==> src/rtl/tft_timing_gen.sv <==
// -----------------------------------------------------------------------------
// tft_timing_gen
//   TFT panel timing generator and pixel-source mux. Produces hsync/vsync/de
//   for a parametrised panel geometry, issues frame-buffer read requests
//   RD_LAT cycles ahead of the active pixels, optionally substitutes built-in
//   test patterns, and flags read-FIFO underflow. Runs in the pixel clock.
//
// Ports
//   sys_clk        in   pixel clock
//   sys_rst_n      in   asynchronous reset, active low
//   en             in   timing enable (low: counters at 0, outputs idle)
//   pattern_mode   in   0 frame buffer, 1 colour bars, 2 solid, 3 grid
//   fill_color     in   RGB565 colour for the solid pattern
//   data_in        in   RGB565 pixel from the read FIFO
//   data_empty     in   read FIFO empty
//   underflow_clr  in   clears the sticky underflow flag
//   data_req       out  read FIFO read request
//   rgb_tft        out  RGB565 pixel to the panel (0 outside active area)
//   hsync / vsync  out  sync outputs, polarity set by HS_POL / VS_POL
//   tft_de         out  data enable
//   tft_bl         out  backlight enable (en delayed one cycle)
//   frame_start    out  one-cycle pulse on the first cycle of each frame
//   underflow      out  sticky: a read request was issued while FIFO empty
//
// Every output is a flop: the value seen in cycle t+1 reflects the counter
// state of cycle t.
// -----------------------------------------------------------------------------
module tft_timing_gen #(
  parameter int H_SYNC   = 1,
  parameter int H_BACK   = 46,
  parameter int H_ACTIVE = 800,
  parameter int H_FRONT  = 210,
  parameter int V_SYNC   = 1,
  parameter int V_BACK   = 23,
  parameter int V_ACTIVE = 480,
  parameter int V_FRONT  = 22,
  parameter int RD_LAT   = 1,
  parameter bit HS_POL   = 1'b1,
  parameter bit VS_POL   = 1'b1
) (
  input  logic        sys_clk,
  input  logic        sys_rst_n,
  input  logic        en,
  input  logic [1:0]  pattern_mode,
  input  logic [15:0] fill_color,
  input  logic [15:0] data_in,
  input  logic        data_empty,
  input  logic        underflow_clr,
  output logic        data_req,
  output logic [15:0] rgb_tft,
  output logic        hsync,
  output logic        vsync,
  output logic        tft_de,
  output logic        tft_bl,
  output logic        frame_start,
  output logic        underflow
);

  localparam int H_TOTAL = H_SYNC + H_BACK + H_ACTIVE + H_FRONT;
  localparam int V_TOTAL = V_SYNC + V_BACK + V_ACTIVE + V_FRONT;
  localparam int HW = (H_TOTAL > 1) ? $clog2(H_TOTAL) : 1;
  localparam int VW = (V_TOTAL > 1) ? $clog2(V_TOTAL) : 1;

  localparam logic [HW-1:0] H_LAST   = HW'(H_TOTAL - 1);
  localparam logic [HW-1:0] H_ONE    = HW'(1);
  localparam logic [HW-1:0] H_ZERO   = HW'(0);
  localparam logic [HW-1:0] HS_END   = HW'(H_SYNC);
  localparam logic [HW-1:0] HA_START = HW'(H_SYNC + H_BACK);
  localparam logic [HW-1:0] HA_END   = HW'(H_SYNC + H_BACK + H_ACTIVE - 1);
  // Request window is the active window shifted left by RD_LAT; RD_LAT is
  // bounded by H_BACK so the window never crosses into the sync pulse.
  localparam logic [HW-1:0] HR_START = HW'(H_SYNC + H_BACK - RD_LAT);
  localparam logic [HW-1:0] HR_END   = HW'(H_SYNC + H_BACK + H_ACTIVE - 1 - RD_LAT);
  localparam logic [HW-1:0] BAR_W    = HW'((H_ACTIVE >= 8) ? (H_ACTIVE / 8) : 1);
  localparam logic [HW-1:0] BAR_MAX  = HW'(7);

  localparam logic [VW-1:0] V_LAST   = VW'(V_TOTAL - 1);
  localparam logic [VW-1:0] V_ONE    = VW'(1);
  localparam logic [VW-1:0] V_ZERO   = VW'(0);
  localparam logic [VW-1:0] VS_END   = VW'(V_SYNC);
  localparam logic [VW-1:0] VA_START = VW'(V_SYNC + V_BACK);
  localparam logic [VW-1:0] VA_END   = VW'(V_SYNC + V_BACK + V_ACTIVE - 1);

  // Colour of each of the eight vertical bars, left to right.
  function automatic logic [15:0] bar_color(input logic [2:0] idx);
    logic [15:0] c;
    case (idx)
      3'd0:    c = 16'hFFFF;
      3'd1:    c = 16'hFFE0;
      3'd2:    c = 16'h07FF;
      3'd3:    c = 16'h07E0;
      3'd4:    c = 16'hF81F;
      3'd5:    c = 16'hF800;
      3'd6:    c = 16'h001F;
      3'd7:    c = 16'h0000;
      default: c = 16'h0000;
    endcase
    return c;
  endfunction

  logic [HW-1:0] h_cnt_q, h_cnt_d;
  logic [VW-1:0] v_cnt_q, v_cnt_d;
  logic [1:0]    mode_q, mode_d;
  logic          hsync_q, hsync_d;
  logic          vsync_q, vsync_d;
  logic          tft_de_q, tft_de_d;
  logic          data_req_q, data_req_d;
  logic          frame_start_q, frame_start_d;
  logic          tft_bl_q, tft_bl_d;
  logic          underflow_q, underflow_d;
  logic [15:0]   rgb_q, rgb_d;

  logic          h_act_s, v_act_s, h_req_s, origin_s;
  logic [HW-1:0] x_s, bar_full_s;
  logic [2:0]    bar_idx_s;
  logic [4:0]    x5_s, y5_s;

  // Raster counters: held at the origin while disabled, otherwise walk h then v.
  always_comb begin
    h_cnt_d = h_cnt_q;
    v_cnt_d = v_cnt_q;
    if (!en) begin
      h_cnt_d = H_ZERO;
      v_cnt_d = V_ZERO;
    end else if (h_cnt_q == H_LAST) begin
      h_cnt_d = H_ZERO;
      if (v_cnt_q == V_LAST) begin
        v_cnt_d = V_ZERO;
      end else begin
        v_cnt_d = v_cnt_q + V_ONE;
      end
    end else begin
      h_cnt_d = h_cnt_q + H_ONE;
    end
  end

  // Region decode and active-area pixel coordinates for the pattern sources.
  always_comb begin
    h_act_s    = (h_cnt_q >= HA_START) && (h_cnt_q <= HA_END);
    v_act_s    = (v_cnt_q >= VA_START) && (v_cnt_q <= VA_END);
    h_req_s    = (h_cnt_q >= HR_START) && (h_cnt_q <= HR_END);
    origin_s   = (h_cnt_q == H_ZERO) && (v_cnt_q == V_ZERO);
    x_s        = h_cnt_q - HA_START;
    x5_s       = 5'(x_s);
    y5_s       = 5'(v_cnt_q - VA_START);
    bar_full_s = x_s / BAR_W;
    // Leftover pixels when H_ACTIVE is not a multiple of 8 join the last bar.
    if (bar_full_s > BAR_MAX) begin
      bar_idx_s = 3'd7;
    end else begin
      bar_idx_s = bar_full_s[2:0];
    end
  end

  // Next-state of all registered outputs and the per-frame mode register.
  always_comb begin
    hsync_d       = ~HS_POL;
    vsync_d       = ~VS_POL;
    tft_de_d      = 1'b0;
    data_req_d    = 1'b0;
    frame_start_d = 1'b0;
    rgb_d         = 16'h0000;
    mode_d        = mode_q;
    tft_bl_d      = en;
    if (en) begin
      hsync_d       = (h_cnt_q < HS_END) ? HS_POL : ~HS_POL;
      vsync_d       = (v_cnt_q < VS_END) ? VS_POL : ~VS_POL;
      tft_de_d      = h_act_s && v_act_s;
      data_req_d    = (mode_q == 2'd0) && h_req_s && v_act_s;
      frame_start_d = origin_s;
      // Mode changes only at the frame origin so a frame is never mixed.
      if (origin_s) begin
        mode_d = pattern_mode;
      end else begin
        mode_d = mode_q;
      end
      if (tft_de_d) begin
        case (mode_q)
          2'd0:    rgb_d = data_in;
          2'd1:    rgb_d = bar_color(bar_idx_s);
          2'd2:    rgb_d = fill_color;
          2'd3:    rgb_d = ((x5_s == 5'd0) || (y5_s == 5'd0)) ? 16'hFFFF : 16'h0000;
          default: rgb_d = 16'h0000;
        endcase
      end else begin
        rgb_d = 16'h0000;
      end
    end else begin
      mode_d = mode_q;
    end
  end

  // Sticky underflow: a request against an empty FIFO wins over a clear.
  always_comb begin
    if (data_req_q && data_empty) begin
      underflow_d = 1'b1;
    end else if (underflow_clr) begin
      underflow_d = 1'b0;
    end else begin
      underflow_d = underflow_q;
    end
  end

  // State and output registers.
  always_ff @(posedge sys_clk or negedge sys_rst_n) begin
    if (!sys_rst_n) begin
      h_cnt_q       <= H_ZERO;
      v_cnt_q       <= V_ZERO;
      mode_q        <= 2'd0;
      hsync_q       <= ~HS_POL;
      vsync_q       <= ~VS_POL;
      tft_de_q      <= 1'b0;
      data_req_q    <= 1'b0;
      frame_start_q <= 1'b0;
      tft_bl_q      <= 1'b0;
      underflow_q   <= 1'b0;
      rgb_q         <= 16'h0000;
    end else begin
      h_cnt_q       <= h_cnt_d;
      v_cnt_q       <= v_cnt_d;
      mode_q        <= mode_d;
      hsync_q       <= hsync_d;
      vsync_q       <= vsync_d;
      tft_de_q      <= tft_de_d;
      data_req_q    <= data_req_d;
      frame_start_q <= frame_start_d;
      tft_bl_q      <= tft_bl_d;
      underflow_q   <= underflow_d;
      rgb_q         <= rgb_d;
    end
  end

  assign data_req    = data_req_q;
  assign rgb_tft     = rgb_q;
  assign hsync       = hsync_q;
  assign vsync       = vsync_q;
  assign tft_de      = tft_de_q;
  assign tft_bl      = tft_bl_q;
  assign frame_start = frame_start_q;
  assign underflow   = underflow_q;

endmodule
==> config.mk <==
export PLATFORM = sky130hd
export DESIGN_NAME = tft_timing_gen
export DESIGN_NICKNAME = d
export VERILOG_FILES = /design/src/rtl/tft_timing_gen.sv
export SDC_FILE = /design/constraint.sdc
export NUM_CORES = 1
export LEC_CHECK = 0
export BUFFER_PORTS_ARGS = -buffer_cell sky130_fd_sc_hd__buf_4
export CAP_MARGIN = 10
export CORE_UTILIZATION = 57
export CTS_BUF_LIST = sky130_fd_sc_hd__clkbuf_2 sky130_fd_sc_hd__clkbuf_4 sky130_fd_sc_hd__clkbuf_8
export DETAILED_ROUTE_END_ITERATION = 10
export GPL_TIMING_DRIVEN = 0
export HOLD_SLACK_MARGIN = 0.08
export PLACE_DENSITY = 0.81
export SETUP_SLACK_MARGIN = 0.15
export SYNTH_ARGS = -nofsm -noshare
export SYNTH_HDL_FRONTEND = slang
export SYNTH_SLANG_ARGS = --single-unit
==> constraint.sdc <==
create_clock -name sys_clk -period 4.3 [get_ports sys_clk]
set_clock_uncertainty 0.15 [all_clocks]
set_input_delay 0.43 -clock sys_clk [delete_from_list [all_inputs] [get_ports sys_clk]]
set_output_delay 0.43 -clock sys_clk [all_outputs]
set_load 0.1 [all_outputs]
==> results_dict.tcl, run 1 <==
set metrics [dict create \
    cts_buffers 5 \
    place_inst 531 \
    clk_pin_slew_ns 0.09 \
    p_leak_nw 1.79 \
    dp_hpwl_um 6380 \
    power_density_mw_per_mm2 212 \
    crit_chain "ha_1 -> nand4_1 -> a21oi_2 -> or2_0 -> clkbuf_2 -> nand4_1 -> a32o_1 -> and4b_4 -> o31ai_4 -> mux2i_2 -> o21ai_0 -> a221oi_2 -> o31ai_4 -> a21oi_1" \
    grt.total_usage_pct 28.2 \
    ys.flop_type "dfrtp_1" \
    max_freq_mhz 252 \
    synth_warnings 0 \
    post-route-min-period_ns 3.98 \
    core_area_mm2 0.00564 \
    grt_max_degree 47 \
    drt-wirelength-per-cell_um 15.8 \
    place.gp.congestion 0.888 \
    clkLatencyLatePin_ns 0.31 \
    fin_crit_sh_pct 92.5 \
    rsz0062_at_grt "no" \
    dieArea_mm2 0.00634 \
    crit_fanout 9 \
    power.share.sequential_pct 50.7 \
    drtPass1Iterations 6 \
    post_dp_cell_area_mm2 0.00398 \
    drt-vias-per-instance 6.03 \
    start_util_pct 60.8 \
    die_w_um 79.6 \
    synthCells 398 \
    fillers 429 \
    tightest_slew_ns 0.799 \
    die_h_um 79.6 \
    yosysUniqueCellTypes 75 \
    drt_iter0_markers 185 \
    drive_gt1_share_pct 25.8 \
    ys_seq_elements 46 \
    antenna_found_initial 0 \
    end_kind "register" \
    finalPower_mw 0.886 \
    drv_cap 0 \
    synth_area_leaders "dfrtp_1, o21ai_0, a21oi_1" \
    maxSlewHeadroom_pct 46.7 \
    drc 0 \
    cp_slowest_stage_delay_ns 0.46 \
    antennaDiodeCount 0 \
    ctsLongestPathBuffers 2 \
    syn-num-nets 447 \
    synth_area_leader_cell "dfrtp_1" \
    grt_pass1_wl_um 14000 \
    setup_violations 0 \
    rows 27 \
    slew_violations 0 \
    clock-sinks 46 \
    crit_type "register to register" \
    irDropWorstVdd_v 0.000258 \
    synth_top_area_share_pct 33.5 \
    cp_top_family "compound AO/OA/AOI/OAI gates" \
    post-place-ws_ns 0.157 \
    required_ns 4.38 \
    final_cell_area_mm2 0.00417 \
    layout.cells.non_filler 545 \
    path_buf_inv 1 \
    setup_ws_ns 0.324 \
    nets 521 \
    critPathLaunchType "register" \
    hp-class "input pin to register" \
    yosys-top-cells-count "nor2_1, dfrtp_1, o21ai_0, a21oi_1, nand2_1" \
    tns_ns 0 \
    ant_nets 0 \
    p_sw_share_pct 30.4 \
    tritoncts "yes" \
    yosys.cell_count.top_type "nor2_1" \
    status "finished clean" \
    clockRootBuffer "clkbuf_8" \
    io_buffers 61 \
    hold_violations 0 \
    drt-total-wl_um 8590 \
    htreeDepth 2 \
    syn-cell-area_mm2 0.00343 \
    yosysSeqAreaShare_pct 33.5 \
    holdWs_ns 0.129 \
    pwr-share-comb_pct 18.8 \
    ios 62 \
    synthArstFlopShare_pct 100 \
    p_clk_share_pct 30.5 \
    grt_pass1_vias 3033 \
    cp_slowest_cell "dfrtp_2" \
    fin_util_pct 73.9 \
    power.internal_mw 0.616 \
    synth_edf_count 0 \
    cp.arrival_ns 4.05 \
    synthToLayoutAreaGrowth_pct 21.5 \
    vias 3286 \
    overflow 0 \
    syn_avg_cell_area_um2 8.62 \
    power_switching_mw 0.269 \
]
-- per-layer routing --
metal | track usage, % | wire length (µm) | vias up
li1 | - | - | 1606
met5 | 0 | 0 | -
met1 | 38.1 | 3890 | 1563
met2 | 46.7 | 4120 | 106
met4 | 8.18 | 116 | 0
met3 | 4.00 | 458 | 11
-- power groups by stage --
stage / Sequential [mW] / Clock [mW] / Combinational, mW
finish: 0.449 / 0.270 / 0.166
global route: 0.450 / 0.290 / 0.184
CTS: 0.450 / 0.276 / 0.164
detailed placement: 0.458 / 0 / 0.163
global placement: 0.458 / 0 / 0.160
floorplan: 0.478 / 0 / 0.0779
-- worst reg2reg max path, cell delays in order, from the launching register on --
cell and delay, ns:
dfrtp_2 0.46, ha_1 0.23, nand4_1 0.25, a21oi_2 0.30
or2_0 0.14, clkbuf_2 0.19, nand4_1 0.11, a32o_1 0.36
and4b_4 0.26, o31ai_4 0.32, mux2i_2 0.29, o21ai_0 0.14
a221oi_2 0.38, o31ai_4 0.15, a21oi_1 0.16
-- flip-flops by register name (all words and copies together) (netlist names), 2 cells and up --
name,flops
h_cnt_q,11
mode_q,2
rgb_tft,16
v_cnt_q,10
-- worst paths after layout --
path | from | to | slack [ns] | depth (start not counted)
worst max-delay path | h_cnt_q[0] | rgb_tft[4] | 0.32 | 14
worst min-delay path | en | tft_bl | 0.13 | 1
worst max register to register | h_cnt_q[0] | rgb_tft[4] | 0.32 | 14
worst min register to register | v_cnt_q[9] | v_cnt_q[9] | 0.37 | 1
max in group asynchronous | sys_rst_n | h_cnt_q[0] | 3.05 | 2
min in group asynchronous | sys_rst_n | rgb_tft[1] | 0.51 | 2
-- cell usage in the layout, fill, tap and decap left out, types with 4 or more instances in the layout --
cell and instances:
buf_4 71, nor2_1 47, dfrtp_1 45, o21ai_0 38, a21oi_1 36, nand2_1 29
xnor2_1 18, nor3_1 14, and3_1 10, ha_1 10, inv_1 9, nand3_1 9
clkbuf_1 6, o21ai_1 6, nand4_1 5, and2_1 5, o21a_1 5, clkbuf_8 5
buf_2 4, o31ai_1 4, or2_2 4, nor4_1 4
-- timing repair --
| action | 4_1_cts | 5_1_grt |
|---|---|---|
| setup buffers | 0 | 5 |
| gates resized for setup | 2 | 10 |
| hold buffers | 1 | 0 |
| endpoints found under the hold margin | 46 | 0 |
| endpoints found under the setup margin | 5 | 5 |
| pin swaps | 0 | 4 |
| gates cloned | 0 | 0 |
-- area by class of cell --
cell class / instances / area (µm²) / share of cell area, %
clock buffer: 5 / 68.8 / 1.65
multi-input combinational: 325 / 2210 / 52.9
tap: 72 / 90.1 / 2.16
clock inverter: 3 / 21.3 / 0.510
timing repair buffer: 67 / 505 / 12.1
sequential: 46 / 1150 / 27.6
inverter: 10 / 37.5 / 0.900
buffer: 17 / 90.1 / 2.16
-- cell families after synthesis --
family / count (synthesis) / synth area share (%)
AOI/OAI and AO/OA: 129 / 26.5
xor gates and xnor gates: 25 / 7.58
adders and majority gates: 10 / 3.65
buffers and inverters: 27 / 3.68
DFF: 46 / 33.5
muxes: 5 / 1.53
and+or+nand+nor: 156 / 23.6
Note: power is estimated with default switching activity, not from simulation.
==> run 2: changes to the inputs <==
--- a/config.mk
+++ b/config.mk
@@ -7,12 +7,15 @@
 export LEC_CHECK = 0
 export BUFFER_PORTS_ARGS = -buffer_cell sky130_fd_sc_hd__buf_4
 export CAP_MARGIN = 10
-export CORE_UTILIZATION = 57
+export CELL_PAD_IN_SITES_DETAIL_PLACEMENT = 1
+export CELL_PAD_IN_SITES_GLOBAL_PLACEMENT = 2
+export CORE_UTILIZATION = 35
 export CTS_BUF_LIST = sky130_fd_sc_hd__clkbuf_2 sky130_fd_sc_hd__clkbuf_4 sky130_fd_sc_hd__clkbuf_8
 export DETAILED_ROUTE_END_ITERATION = 10
 export GPL_TIMING_DRIVEN = 0
 export HOLD_SLACK_MARGIN = 0.08
-export PLACE_DENSITY = 0.81
+export PLACE_DENSITY_LB_ADDON = 0.1
+export REMOVE_ABC_BUFFERS = 1
 export SETUP_SLACK_MARGIN = 0.15
 export SYNTH_ARGS = -nofsm -noshare
 export SYNTH_HDL_FRONTEND = slang
==> run 2 against run 1 <==
- design area grew 2.1%
- sequential share of layout area shrank 0.30 points
- critical path type unchanged
- core utilization shrank 29 points
- highest routed layer unchanged
- final cell count grew 8.8%
- combinational power shrank 2%
==> results_dict.tcl, run 2 (synthesis results as in run 1) <==
set metrics [dict create \
    status "finished clean" \
    ctsLongestPathBuffers 2 \
    final_cell_mix "buf_4, nor2_1, o21ai_0, dfrtp_1, a21oi_1" \
    required_ns 4.38 \
    grt_max_degree 47 \
    slew_violations 0 \
    p_leak_nw 1.78 \
    io_buffers 61 \
    synthToLayoutAreaGrowth_pct 24.1 \
    drc 0 \
    grt_pass1_vias 3178 \
    end_kind "register" \
    drt-vias-per-instance 5.50 \
    drv_cap 0 \
    core_area_mm2 0.00937 \
    ios 62 \
    fin_crit_sh_pct 92.7 \
    grt_pass1_wl_um 16500 \
    crit_chain "nand4b_2 -> o311ai_4 -> buf_4 -> xnor2_4 -> o311ai_1 -> a32o_1 -> and4b_4 -> o31ai_4 -> mux2i_2 -> o21ai_0 -> a221oi_2 -> o31ai_4 -> a21oi_1" \
    final_common_cell "buf_4" \
    crit_top_cell "o31ai_4" \
    cp.arrival_ns 4.07 \
    setup_violations 0 \
    htreeDepth 2 \
    fin_util_pct 45.4 \
    ant_nets 0 \
    overflow 0 \
    rsz0062_at_grt "no" \
    antenna_found_initial 0 \
    drt-wirelength-per-cell_um 17.3 \
    cts_buffers 5 \
    post-route-min-period_ns 3.99 \
    drtPass1Iterations 4 \
    clockRootBuffer "clkbuf_8" \
    antennaDiodeCount 0 \
    tritoncts "yes" \
    clk_pin_slew_ns 0.08 \
    largest_register_ffs 16 \
    die_w_um 101 \
    start_util_pct 36.6 \
    drt-total-wl_um 10300 \
    hold_violations 0 \
    max_freq_mhz 251 \
    rows 35 \
    place.gp.congestion 0.809 \
    crit_fanout 10 \
    grt.total_usage_pct 20.7 \
    vias 3262 \
    power_density_mw_per_mm2 204 \
    clkLatencyLatePin_ns 0.30 \
    drt_iter0_markers 96 \
    tightest_slew_ns 0.680 \
    drive_gt1_share_pct 28.4 \
    cp_slowest_cell "dfrtp_2" \
    maxSlewHeadroom_pct 54.4 \
    dp_hpwl_um 7600 \
    nets 513 \
    cp_slowest_stage_delay_ns 0.51 \
    clock-sinks 46 \
    critPathLaunchType "register" \
    finalPower_mw 0.869 \
    hp-class "input pin to register" \
    crit_type "register to register" \
    irDropWorstVdd_v 0.000108 \
    dieArea_mm2 0.0102 \
    die_h_um 101 \
]
run 2: cell count changes in the layout (fill, tap and decap cells not counted), moves of 2 or more:
cell,before,now
dfrtp_1,45,38
clkbuf_1,6,0
dfrtp_2,1,7
buf_2,4,0
buf_4,71,74
clkbuf_2,2,0
or2_0,2,0
xnor2_1,18,16
xnor2_2,0,2
run 2: metrics by stage:
step / area [µm²] / setup slack (ns) / hold slack, ns / cells / setup TNS, ns
finish: 4260 / 0.312 / 0.150 / 593 / 0
global route: 4260 / 0.149 / 0.130 / 593 / 0
global placement: 3960 / -0.196 / 0.326 / 571 / -0.908
CTS: 4110 / 0.152 / 0.137 / 581 / 0
floorplan: 3340 / 0.551 / -0.0156 / 381 / 0
detailed placement: 3980 / -0.236 / 0.331 / 572 / -1.12
run 2: final timing paths:
path / start / cells past startpoint / end / slack [ns]
min in group asynchronous: sys_rst_n / 2 / rgb_tft[0] / 0.52
worst min-delay path: en / 1 / tft_bl / 0.15
max in group asynchronous: sys_rst_n / 2 / h_cnt_q[6] / 3.00
worst max-delay path: h_cnt_q[4] / 13 / rgb_tft[4] / 0.31
worst min register to register: data_req / 2 / underflow / 0.34
worst max register to register: h_cnt_q[4] / 13 / rgb_tft[4] / 0.31
run 2: cell type report:
class / instances / area (µm²)
clock buffer: 5 / 68.8
clock inverter: 2 / 10.0
fill: 1172 / 5110
inverter: 10 / 37.5
multi-input combinational: 325 / 2240
sequential: 46 / 1160
tap: 129 / 161
timing repair buffer: 76 / 577
run 2: power breakdown:
| part | switching (mW) | total, mW | internal [mW] |
|---|---|---|---|
| Combinational | 0.104 | 0.162 | 0.0577 |
| Sequential | 0.0113 | 0.453 | 0.442 |
| Clock | 0.145 | 0.254 | 0.109 |
| Total | 0.261 | 0.869 | 0.609 |
run 2: worst max-delay path: cells and delay by family (launching register included):
kind                   cells  cell delay (ns)
AND/OR/NAND/NOR            2             0.57
flip-flops                 1             0.51
multiplexers               1             0.30
XOR/XNOR                   1             0.15
AO/OA/AOI/OAI              8             2.04
buffers and inverters      1             0.20
run 2: per-layer routing:
| metal | vias to the layer above | share of wire (%) | track usage, % |
|---|---|---|---|
| met3 | 5 | 2.9 | 3.54 |
| met2 | 51 | 50 | 35.3 |
| met4 | 0 | 0.47 | 2.68 |
| met5 | - | 0 | 0 |
| met1 | 1624 | 47 | 28.1 |
| li1 | 1582 | - | - |
run 2: timing repair:
| item | in CTS | in global routing |
|---|---|---|
| resized for setup | 10 | 16 |
| setup buffers | 1 | 12 |
| hold buffers | 1 | 0 |
| pin swaps | 2 | 6 |
| hold endpoints to repair | 46 | 0 |
| setup endpoints to repair | 10 | 5 |
==> run 3: changes to the inputs <==
--- a/config.mk
+++ b/config.mk
@@ -15,6 +15,7 @@
 export GPL_TIMING_DRIVEN = 0
 export HOLD_SLACK_MARGIN = 0.08
 export PLACE_DENSITY_LB_ADDON = 0.1
+export RECOVER_POWER = 50
 export REMOVE_ABC_BUFFERS = 1
 export SETUP_SLACK_MARGIN = 0.15
 export SYNTH_ARGS = -nofsm -noshare
==> run 3 against run 2 <==
- the flow now finishes with violations (capacitance limit, slew limit)
- clock power barely moved
- hold slack improved by 0.011 ns
- count of clock-buffer cells in the layout did not move
- setup slack barely moved
- core utilization fell by 0.44 points
- die area did not move
- maximum frequency did not move
- critical path type unchanged
- highest routed layer unchanged
==> results_dict.tcl, run 3 (synthesis results as in run 1) <==
set metrics [dict create \
    fin_crit_sh_pct 92.7 \
    drt-wirelength-per-cell_um 17.3 \
    post-route-min-period_ns 3.99 \
    drv_cap 1 \
    ant_nets 0 \
    largest_register_ffs 16 \
    cp_slowest_cell "dfrtp_2" \
    rsz0062_at_grt "no" \
    grt.total_usage_pct 20.7 \
    drt-vias-per-instance 5.50 \
    hold_violations 0 \
    ff_latch_area_mm2 0.00116 \
    ios 62 \
    crit_fanout 10 \
    drtPass1Iterations 4 \
    antenna_found_initial 0 \
    place.gp.congestion 0.809 \
    critPathLaunchType "register" \
    post-place-ws_ns -0.236 \
    power_density_mw_per_mm2 206 \
    tritoncts "yes" \
    met2_length_um 5080 \
    drt-total-wl_um 10300 \
    tightest_slew_ns 2.56 \
    dieArea_mm2 0.0102 \
    core_area_mm2 0.00937 \
    crit_top_cell "o31ai_4" \
    status "finished, violations left" \
    violations "capacitance limit, slew limit" \
    crit_type "register to register" \
    start_util_pct 36.6 \
    clkLatencyLatePin_ns 0.30 \
    drc 0 \
    cts_buffers 5 \
    drive_gt1_share_pct 26.1 \
    slew_violations 47 \
    nets 513 \
    grt_pass1_wl_um 16500 \
    cp_slowest_stage_delay_ns 0.51 \
    io_buffers 61 \
    cp.arrival_ns 4.07 \
    dp_hpwl_um 7600 \
    path_buf_inv 1 \
    dr_wl_met3_um 304 \
    final_cell_mix "buf_4, nor2_1, o21ai_0, dfrtp_1, a21oi_1" \
    hp-class "input pin to register" \
    overflow 0 \
    multi_input_area_mm2 0.00224 \
    irDropWorstVdd_v 0.000108 \
    end_kind "register" \
    ctsLongestPathBuffers 2 \
    layout.cells.non_filler 593 \
    required_ns 4.38 \
    die_h_um 101 \
    maxUsedRoutingLayer "met4" \
    setup_violations 0 \
    clock-sinks 46 \
    clockRootBuffer "clkbuf_8" \
    htreeDepth 2 \
    crit_chain "nand4b_2 -> o311ai_4 -> buf_4 -> xnor2_4 -> o311ai_1 -> a32o_1 -> and4b_4 -> o31ai_4 -> mux2i_2 -> o21ai_0 -> a221oi_2 -> o31ai_4 -> a21oi_1" \
    setup_ws_ns 0.312 \
    tns_ns 0 \
    p_leak_nw 1.74 \
    maxSlewHeadroom_pct -70.9 \
    clk_pin_slew_ns 0.08 \
    die_w_um 101 \
    rows 35 \
    final_common_cell "buf_4" \
    antennaDiodeCount 0 \
    grt_pass1_vias 3178 \
    synthToLayoutAreaGrowth_pct 22.9 \
    met1Wirelength_um 4840 \
    fillers 1176 \
    vias 3263 \
    place_inst 572 \
    cp_top_family "compound AO/OA/AOI/OAI gates" \
    grt_max_degree 47 \
    drt_iter0_markers 95 \
    max_freq_mhz 251 \
]
==> run 3: changes by cell type in the layout (fill, tap and decap cells not counted) <==
cell      previous run  this run
buf_4               74        63
clkbuf_1             0        11
==> run 3: layout make-up <==
class / instances / area share [%]
multi-input cells: 325 / 53.1
flip-flops and latches: 46 / 27.6
repair buffers: 76 / 12.7
well taps: 129 / 3.83
clock buffers: 5 / 1.63
inverters: 10 / 0.890
clock inverters: 2 / 0.237
==> run 3: worst paths after layout <==
kind                                    start         end  slack, ns  depth (start not counted)
worst min register to register       data_req   underflow       0.34                          2
max in group asynchronous           sys_rst_n  h_cnt_q[6]       0.87                          2
min in group asynchronous           sys_rst_n  rgb_tft[0]       1.31                          2
worst max-delay path               h_cnt_q[4]  rgb_tft[4]       0.31                         13
worst max register to register     h_cnt_q[4]  rgb_tft[4]       0.31                         13
worst min-delay path            underflow_clr   underflow       0.16                          2
==> run 3: routing by layer <==
| metal | GRT usage [%] | up-vias |
|---|---|---|
| li1 | - | 1583 |
| met1 | 28.1 | 1621 |
| met2 | 35.3 | 54 |
| met3 | 3.54 | 5 |
| met4 | 2.68 | 0 |
| met5 | 0 | - |
==> run 3: power breakdown <==
part | leakage (nW) | switching [mW] | total (mW) | internal [mW]
Combinational | 1.08 | 0.104 | 0.159 | 0.0551
Clock | 0.0438 | 0.145 | 0.254 | 0.109
Sequential | 0.617 | 0.0112 | 0.453 | 0.442
Total | 1.74 | 0.261 | 0.867 | 0.606
==> run 3: what timing repair did <==
item                       CTS  global route
pin swaps                    2             6
resized for setup           10            16
buffers inserted             1            12
setup endpoints to repair   10             5
hold buffers                 1             0
hold endpoints to repair    46             0
==> run 3: stage by stage <==
stage                     power [mW]  hold slack, ns  util [%]  cell area [µm²]
after floorplan                0.550         -0.0156         -             3340
after global placement         0.622           0.326      42.3             3960
after detailed placement       0.622           0.331      42.5             3980
after CTS                      0.882           0.137      43.8             4110
after global routing           0.914           0.153      45.0             4220
final                          0.867           0.160      45.0             4220
